===== config.mk =====
export PLATFORM = sky130hd
export DESIGN_NAME = piso_serializer_flat
export DESIGN_NICKNAME = d
export VERILOG_FILES = /design/src/rtl/piso_serializer_if.sv /design/src/rtl/piso_serializer.sv /design/src/flat_wrapper.sv
export SDC_FILE = /design/constraint.sdc
export NUM_CORES = 1
export LEC_CHECK = 0
export ABC_AREA = 0
export ABC_CLOCK_PERIOD_IN_PS = 1600
export CORE_MARGIN = 2
export CORE_UTILIZATION = 47
export CTS_BUF_LIST = sky130_fd_sc_hd__clkbuf_8
export CTS_CLUSTER_SIZE = 40
export DETAILED_ROUTE_END_ITERATION = 6
export PLACE_DENSITY = 0.76
export SLEW_MARGIN = 0
export SYNTH_ARGS = -nofsm -noshare
export SYNTH_HDL_FRONTEND = slang
export SYNTH_SLANG_ARGS = --single-unit

===== constraint.sdc =====
create_clock -name clk -period 1.6 [get_ports clk]
set_input_delay 0.32 -clock clk [delete_from_list [all_inputs] [get_ports clk]]
set_output_delay 0.32 -clock clk [all_outputs]
set_load 0.03 [all_outputs]

===== src/rtl/piso_serializer_if.sv =====
// Parallel-load / serial-out handshake bundle between an upstream word source,
// the serializer and the downstream serial consumer.
interface piso_serializer_if #(
    parameter int unsigned WIDTH = 8
);
    logic [WIDTH-1:0] parallel_in;
    logic             load_valid;
    logic             load_ready;
    logic             shift_en;
    logic             serial_out;
    logic             serial_valid;
    logic             frame_first;
    logic             frame_last;

    modport master (
        output parallel_in, load_valid, shift_en,
        input  load_ready, serial_out, serial_valid, frame_first, frame_last
    );

    modport slave (
        input  parallel_in, load_valid, shift_en,
        output load_ready, serial_out, serial_valid, frame_first, frame_last
    );
endinterface


===== src/rtl/piso_serializer.sv =====
// Parallel-in / serial-out serializer with valid/ready word loading, downstream
// stall control and back-to-back reload on the last bit.
module piso_serializer #(
    parameter int unsigned WIDTH     = 8,
    parameter bit          MSB_FIRST = 1'b1
) (
    input logic              clk,
    input logic              reset,
    piso_serializer_if.slave bus
);
    localparam int unsigned CNT_W = (WIDTH > 1) ? $clog2(WIDTH) : 1;
    localparam logic [CNT_W-1:0] LAST_CNT = CNT_W'(WIDTH - 1);

    typedef enum logic {
        IDLE  = 1'b0,
        SHIFT = 1'b1
    } state_e;

    state_e           state_q, state_d;
    logic [WIDTH-1:0] shreg_q, shreg_d;
    logic [CNT_W-1:0] bit_cnt_q, bit_cnt_d;
    logic             serial_out_q, serial_out_d;
    logic             serial_valid_q, serial_valid_d;
    logic             frame_first_q, frame_first_d;
    logic             frame_last_q, frame_last_d;

    logic             at_last_c;
    logic             load_ready_c;
    logic             accept_c;
    logic [WIDTH-1:0] shifted_c;

    // Handshake: a new word may enter when idle or as the last bit leaves.
    always_comb begin
        at_last_c    = (state_q == SHIFT) && (bit_cnt_q == LAST_CNT);
        load_ready_c = !reset && ((state_q == IDLE) || (at_last_c && bus.shift_en));
        accept_c     = bus.load_valid && load_ready_c;
        shifted_c    = MSB_FIRST ? {shreg_q[WIDTH-2:0], 1'b0}
                                 : {1'b0, shreg_q[WIDTH-1:1]};
    end

    // Next-state and registered-output logic.
    always_comb begin
        state_d        = state_q;
        shreg_d        = shreg_q;
        bit_cnt_d      = bit_cnt_q;
        serial_out_d   = 1'b0;
        serial_valid_d = 1'b0;
        frame_first_d  = 1'b0;
        frame_last_d   = 1'b0;

        unique case (state_q)
            IDLE: begin
                if (accept_c) begin
                    state_d   = SHIFT;
                    shreg_d   = bus.parallel_in;
                    bit_cnt_d = '0;
                end
            end
            SHIFT: begin
                if (bus.shift_en) begin
                    if (at_last_c) begin
                        if (accept_c) begin
                            shreg_d   = bus.parallel_in;
                            bit_cnt_d = '0;
                        end else begin
                            state_d   = IDLE;
                            bit_cnt_d = '0;
                        end
                    end else begin
                        shreg_d   = shifted_c;
                        bit_cnt_d = bit_cnt_q + CNT_W'(1);
                    end
                end
            end
            default: state_d = IDLE;
        endcase

        // Outputs describe the bit that will sit on the line after this edge.
        if (state_d == SHIFT) begin
            serial_out_d   = MSB_FIRST ? shreg_d[WIDTH-1] : shreg_d[0];
            serial_valid_d = 1'b1;
            frame_first_d  = (bit_cnt_d == '0);
            frame_last_d   = (bit_cnt_d == LAST_CNT);
        end
    end

    always_ff @(posedge clk or posedge reset) begin
        if (reset) begin
            state_q        <= IDLE;
            shreg_q        <= '0;
            bit_cnt_q      <= '0;
            serial_out_q   <= 1'b0;
            serial_valid_q <= 1'b0;
            frame_first_q  <= 1'b0;
            frame_last_q   <= 1'b0;
        end else begin
            state_q        <= state_d;
            shreg_q        <= shreg_d;
            bit_cnt_q      <= bit_cnt_d;
            serial_out_q   <= serial_out_d;
            serial_valid_q <= serial_valid_d;
            frame_first_q  <= frame_first_d;
            frame_last_q   <= frame_last_d;
        end
    end

    assign bus.load_ready   = load_ready_c;
    assign bus.serial_out   = serial_out_q;
    assign bus.serial_valid = serial_valid_q;
    assign bus.frame_first  = frame_first_q;
    assign bus.frame_last   = frame_last_q;
endmodule


===== src/flat_wrapper.sv =====
// flat-port wrapper written by rule: the top's interface ports become plain ports
module piso_serializer_flat 
#(
    parameter int unsigned WIDTH     = 8,
    parameter bit          MSB_FIRST = 1'b1
)
  (clk, reset, bus_parallel_in, bus_load_valid, bus_shift_en, bus_load_ready, bus_serial_out, bus_serial_valid, bus_frame_first, bus_frame_last);
  piso_serializer_if #(.WIDTH(WIDTH)) bus_i ();
  input logic clk;
  input logic reset;
  input wire logic [$bits(bus_i.parallel_in)-1:0] bus_parallel_in;
  input wire logic [$bits(bus_i.load_valid)-1:0] bus_load_valid;
  input wire logic [$bits(bus_i.shift_en)-1:0] bus_shift_en;
  output wire logic [$bits(bus_i.load_ready)-1:0] bus_load_ready;
  output wire logic [$bits(bus_i.serial_out)-1:0] bus_serial_out;
  output wire logic [$bits(bus_i.serial_valid)-1:0] bus_serial_valid;
  output wire logic [$bits(bus_i.frame_first)-1:0] bus_frame_first;
  output wire logic [$bits(bus_i.frame_last)-1:0] bus_frame_last;
  assign bus_i.parallel_in = bus_parallel_in;
  assign bus_i.load_valid = bus_load_valid;
  assign bus_i.shift_en = bus_shift_en;
  assign bus_load_ready = bus_i.load_ready;
  assign bus_serial_out = bus_i.serial_out;
  assign bus_serial_valid = bus_i.serial_valid;
  assign bus_frame_first = bus_i.frame_first;
  assign bus_frame_last = bus_i.frame_last;
  piso_serializer #(.WIDTH(WIDTH), .MSB_FIRST(MSB_FIRST)) u_core (.clk(clk), .reset(reset), .bus(bus_i));
endmodule

==> flow_metrics.py <==
metrics = {
    "clock_network": {
        "cts_max_level": 1,
        "root_buffer": "clkbuf_8",
        "clkTransAtPathRegs_ns": 0.06,
        "tritoncts": "built",
        "clk-insertion-delay-late_ns": 0.25,
        "cts_buffer_depth": 2,
        "hold_buffers": 0,
        "cts.sinks": 15,
        "cts_buffers": 3,
    },
    "route": {
        "remaining_drc_errors": 0,
        "vias": 870,
        "drt_iter0_drc": 19,
        "via_per_inst": 5.61,
        "antenna_left": 0,
        "drt_first_pass_iters": 4,
        "wirelength_um": 2300,
        "wl_per_cell_um": 14.8,
    },
    "floorplanning": {
        "fp.dieH_um": 47.5,
        "dieArea_um2": 2250,
        "rows": 15,
        "initial_core_util_pct": 50.9,
        "die_w_um": 47.5,
        "design.core.area_um2": 1750,
        "top_level_ports": 17,
    },
    "cells_and_area": {
        "diodes": 0,
        "final_nets": 145,
        "n_fill_cell": 120,
        "multi_input_area_um2": 500,
        "finalNonFillerCells": 155,
        "register_area_um2": 377,
        "final_layout_size_suffix_gt1_share_pct": 31.5,
        "area_growth_syn_to_layout_pct": 47.7,
    },
    "place": {
        "hpwl_um": 1520,
        "dpl.cell_count": 145,
        "gp_congestion": 0.784,
        "io_buffers": 16,
    },
    "power_and_ir_drop": {
        "power.density_nw_per_um2": 1490,
        "p_leak_uw": 0.000629,
        "vdd_drop_max_v": 0.00125,
    },
    "timing": {
        "post-route-period-util_pct": 99.5,
        "worst_pin_slew_ns": 0.306,
        "fin_crit_ns": 1.59,
        "finalHoldViolCount": 0,
        "skew_ns": 0.00262,
        "slew_headroom_pct": 79.5,
        "grt_setup_unrepaired": "true",
        "setup_violations": 0,
        "max_freq_mhz": 628,
        "final_max_slew_viol_count": 0,
        "whs_ns": 0.524,
    },
    "critical_path": {
        "critPathCaptureType": "output port",
        "cp-endpoint": "bus_load_ready",
        "worstSetupPathType": "reg -> out",
        "crit_fanout": 3,
        "slowest_stage": "dfrtp_1",
        "cp.required_ns": 1.28,
        "r2r_cells": 8,
        "crit_family": "flip-flops",
        "crit_buf_inv": 1,
        "r2r_end": "u_core.shreg_q[3]",
        "rrSetupSlack_ns": 0.09,
        "slowest_delay_ns": 0.36,
        "arrival_ns": 1.27,
        "cp.depth": 5,
        "crit_chain": "ha_2 > ha_4 > nand2_4 > a21oi_4 > buf_6",
        "startpoint_type": "flip-flop",
        "cp-startpoint": "u_core.bit_cnt_q[0]",
        "reg2reg_from": "u_core.bit_cnt_q[0]",
    },
    "global_routing": {
        "grt_usage_pct": 22.1,
        "antenna_found_initial": 0,
        "grt_max_degree": 16,
        "grt-ovfl-total": 0,
        "grt_pass1_wl_um": 3300,
        "grt_pass1_vias": 797,
    },
    "synth": {
        "synth.area.mux_share_pct": 3.52,
        "synthSimpleGateAreaFrac_pct": 21.5,
        "synth_compound_area_share_pct": 22.8,
        "syn-cell-area_um2": 888,
        "syn-num-nets": 109,
        "syn_inst": 95,
        "synth_xor_area_share_pct": 0,
        "yosysUniqueCellTypes": 30,
        "yosys_warnings": 0,
        "synth_top_family_by_area": "compound AO/OA/AOI/OAI gates",
        "synth_seq_cells": 15,
        "synth-seq-area-share_pct": 42.3,
        "synth_adder_area_share_pct": 2.82,
        "postSynthAreaPerCell_um2": 9.35,
    },
    "run": {
        "maxCapViolations": 0,
    },
    "hold_path": {
        "min_from": "u_core.shreg_q[1]",
        "hold_class": "reg -> reg",
    },
    "status": {
        "outcome": "completed",
    },
}
how the worst min path moves through the flow:
stage          slack, ns  depth (start not counted)             endpoint
5_1_grt             0.54                          1    u_core.shreg_q[5]
3_3_place_gp        0.50                          1  u_core.bit_cnt_q[2]
3_5_place_dp        0.51                          2    u_core.shreg_q[1]
2_1_floorplan       0.22                          1  u_core.bit_cnt_q[0]
4_1_cts             0.52                          2    u_core.shreg_q[1]
6_report            0.52                          2    u_core.shreg_q[1]
placed cells by master, fill, tap and decap left out, drive strengths merged:
cell type / count
nor4: 2
inv: 5
nor2: 6
mux2: 1
mux2i: 2
nor2b: 5
nor3: 2
nand3b: 1
o22ai: 2
ha: 2
clkdlybuf4s50: 14
dfrtp: 15
a211o: 1
o32ai: 1
buf: 24
a21oi: 5
a21o: 3
a31oi: 1
and3: 1
a22o: 6
o211ai: 1
nand2: 20
nand2b: 2
clkbuf: 3
a32oi: 5
Yosys cell counts:
cell type	n	share of area (%)
nand2b_1	2	1.4
a22o_1	5	4.9
nor2_1	6	2.5
a211o_1	1	0.99
ha_1	2	2.8
o22ai_2	1	1.4
a32oi_1	5	4.9
nor2b_1	4	2.8
a21oi_1	5	2.8
a31oi_1	1	0.70
dfrtp_1	15	42
nor4_2	1	1.4
nand2_1	20	8.5
o211ai_1	1	0.85
a21o_1	3	2.5
mux2i_1	2	2.3
nor4_1	1	0.70
nor2b_4	1	1.5
a22o_4	1	2.0
mux2_2	1	1.3
o32ai_1	1	0.99
buf_6	2	2.5
buf_4	1	0.85
and3_1	1	0.70
nand3b_1	1	0.85
inv_1	4	1.7
clkbuf_1	2	0.85
nor3_1	2	1.1
o22ai_1	1	0.70
buf_2	2	1.1
timing repair:
item | 4_1_cts | 5_1_grt
buffers inserted | 3 | 3
setup endpoints to repair | 2 | 7
cloned | 0 | 0
pin swaps | 0 | 1
gates resized for setup | 6 | 7
kinds of logic after synthesis:
| group | after synthesis |
|---|---|
| adder cells (fa/ha/maj) | 2 |
| flip-flops | 15 |
| AO/OA/AOI/OAI | 25 |
| multiplexers | 3 |
| buffers and inverters | 11 |
| AND/OR/NAND/NOR | 39 |
worst register-to-register path, delay by kind of cell, from the launching register on:
kind | cells | cell delay, ns
and+or+nand+nor | 2 | 0.11
DFF | 1 | 0.36
adders and majority gates | 2 | 0.36
buffers and inverters | 3 | 0.39
AOI/OAI and AO/OA | 1 | 0.23
per-stage QoR:
| step | cell area, um^2 | power [uW] | setup WS [ns] | TNS, ns | util (%) |
|---|---|---|---|---|---|
| finish | 1310 | 1960 | 0.00792 | 0 | 75.2 |
| global route | 1310 | 2090 | -0.0326 | -0.0326 | 75.2 |
| CTS | 1270 | 1910 | 0.00622 | 0 | 72.7 |
| detailed placement | 1160 | 1530 | -0.180 | -1.02 | 66.5 |
| global placement | 1160 | 1500 | -0.144 | -0.676 | 66.5 |
| floorplan | 903 | 1230 | 0.0153 | 0 | - |
where the power goes:
group	leakage, uW	switching [uW]	total (uW)	internal, uW
Sequential	0.000190	128	662	535
Combinational	0.000412	478	995	516
Clock	0.0000269	135	305	170
state kept, by name (all words and copies together), names as in the netlist:
register                 count
u_core.bit_cnt_q             3
u_core.bus.frame_first       1
u_core.bus.frame_last        1
u_core.bus.serial_out        1
u_core.bus.serial_valid      1
u_core.shreg_q               8
metal layers:
layer  GRT usage [%]  share of wire, %  vias up  wire [um]
li1                -                 -      416          -
met1            27.3                42      411        959
met2            35.4                49       39       1140
met3            5.66               7.5        4        172
met4            11.7               1.2        0         27
met5               0                 0        -          0
final cells by class:
class / instances / share of cell area [%]
well taps: 25 / 2.38
flip-flops and latches: 15 / 28.7
inverters: 4 / 1.14
multi-input cells: 69 / 38.1
clock buffers: 3 / 3.15
clock inverters: 1 / 0.286
repair buffers: 38 / 26.2
Power figures use the tool's default switching activity.
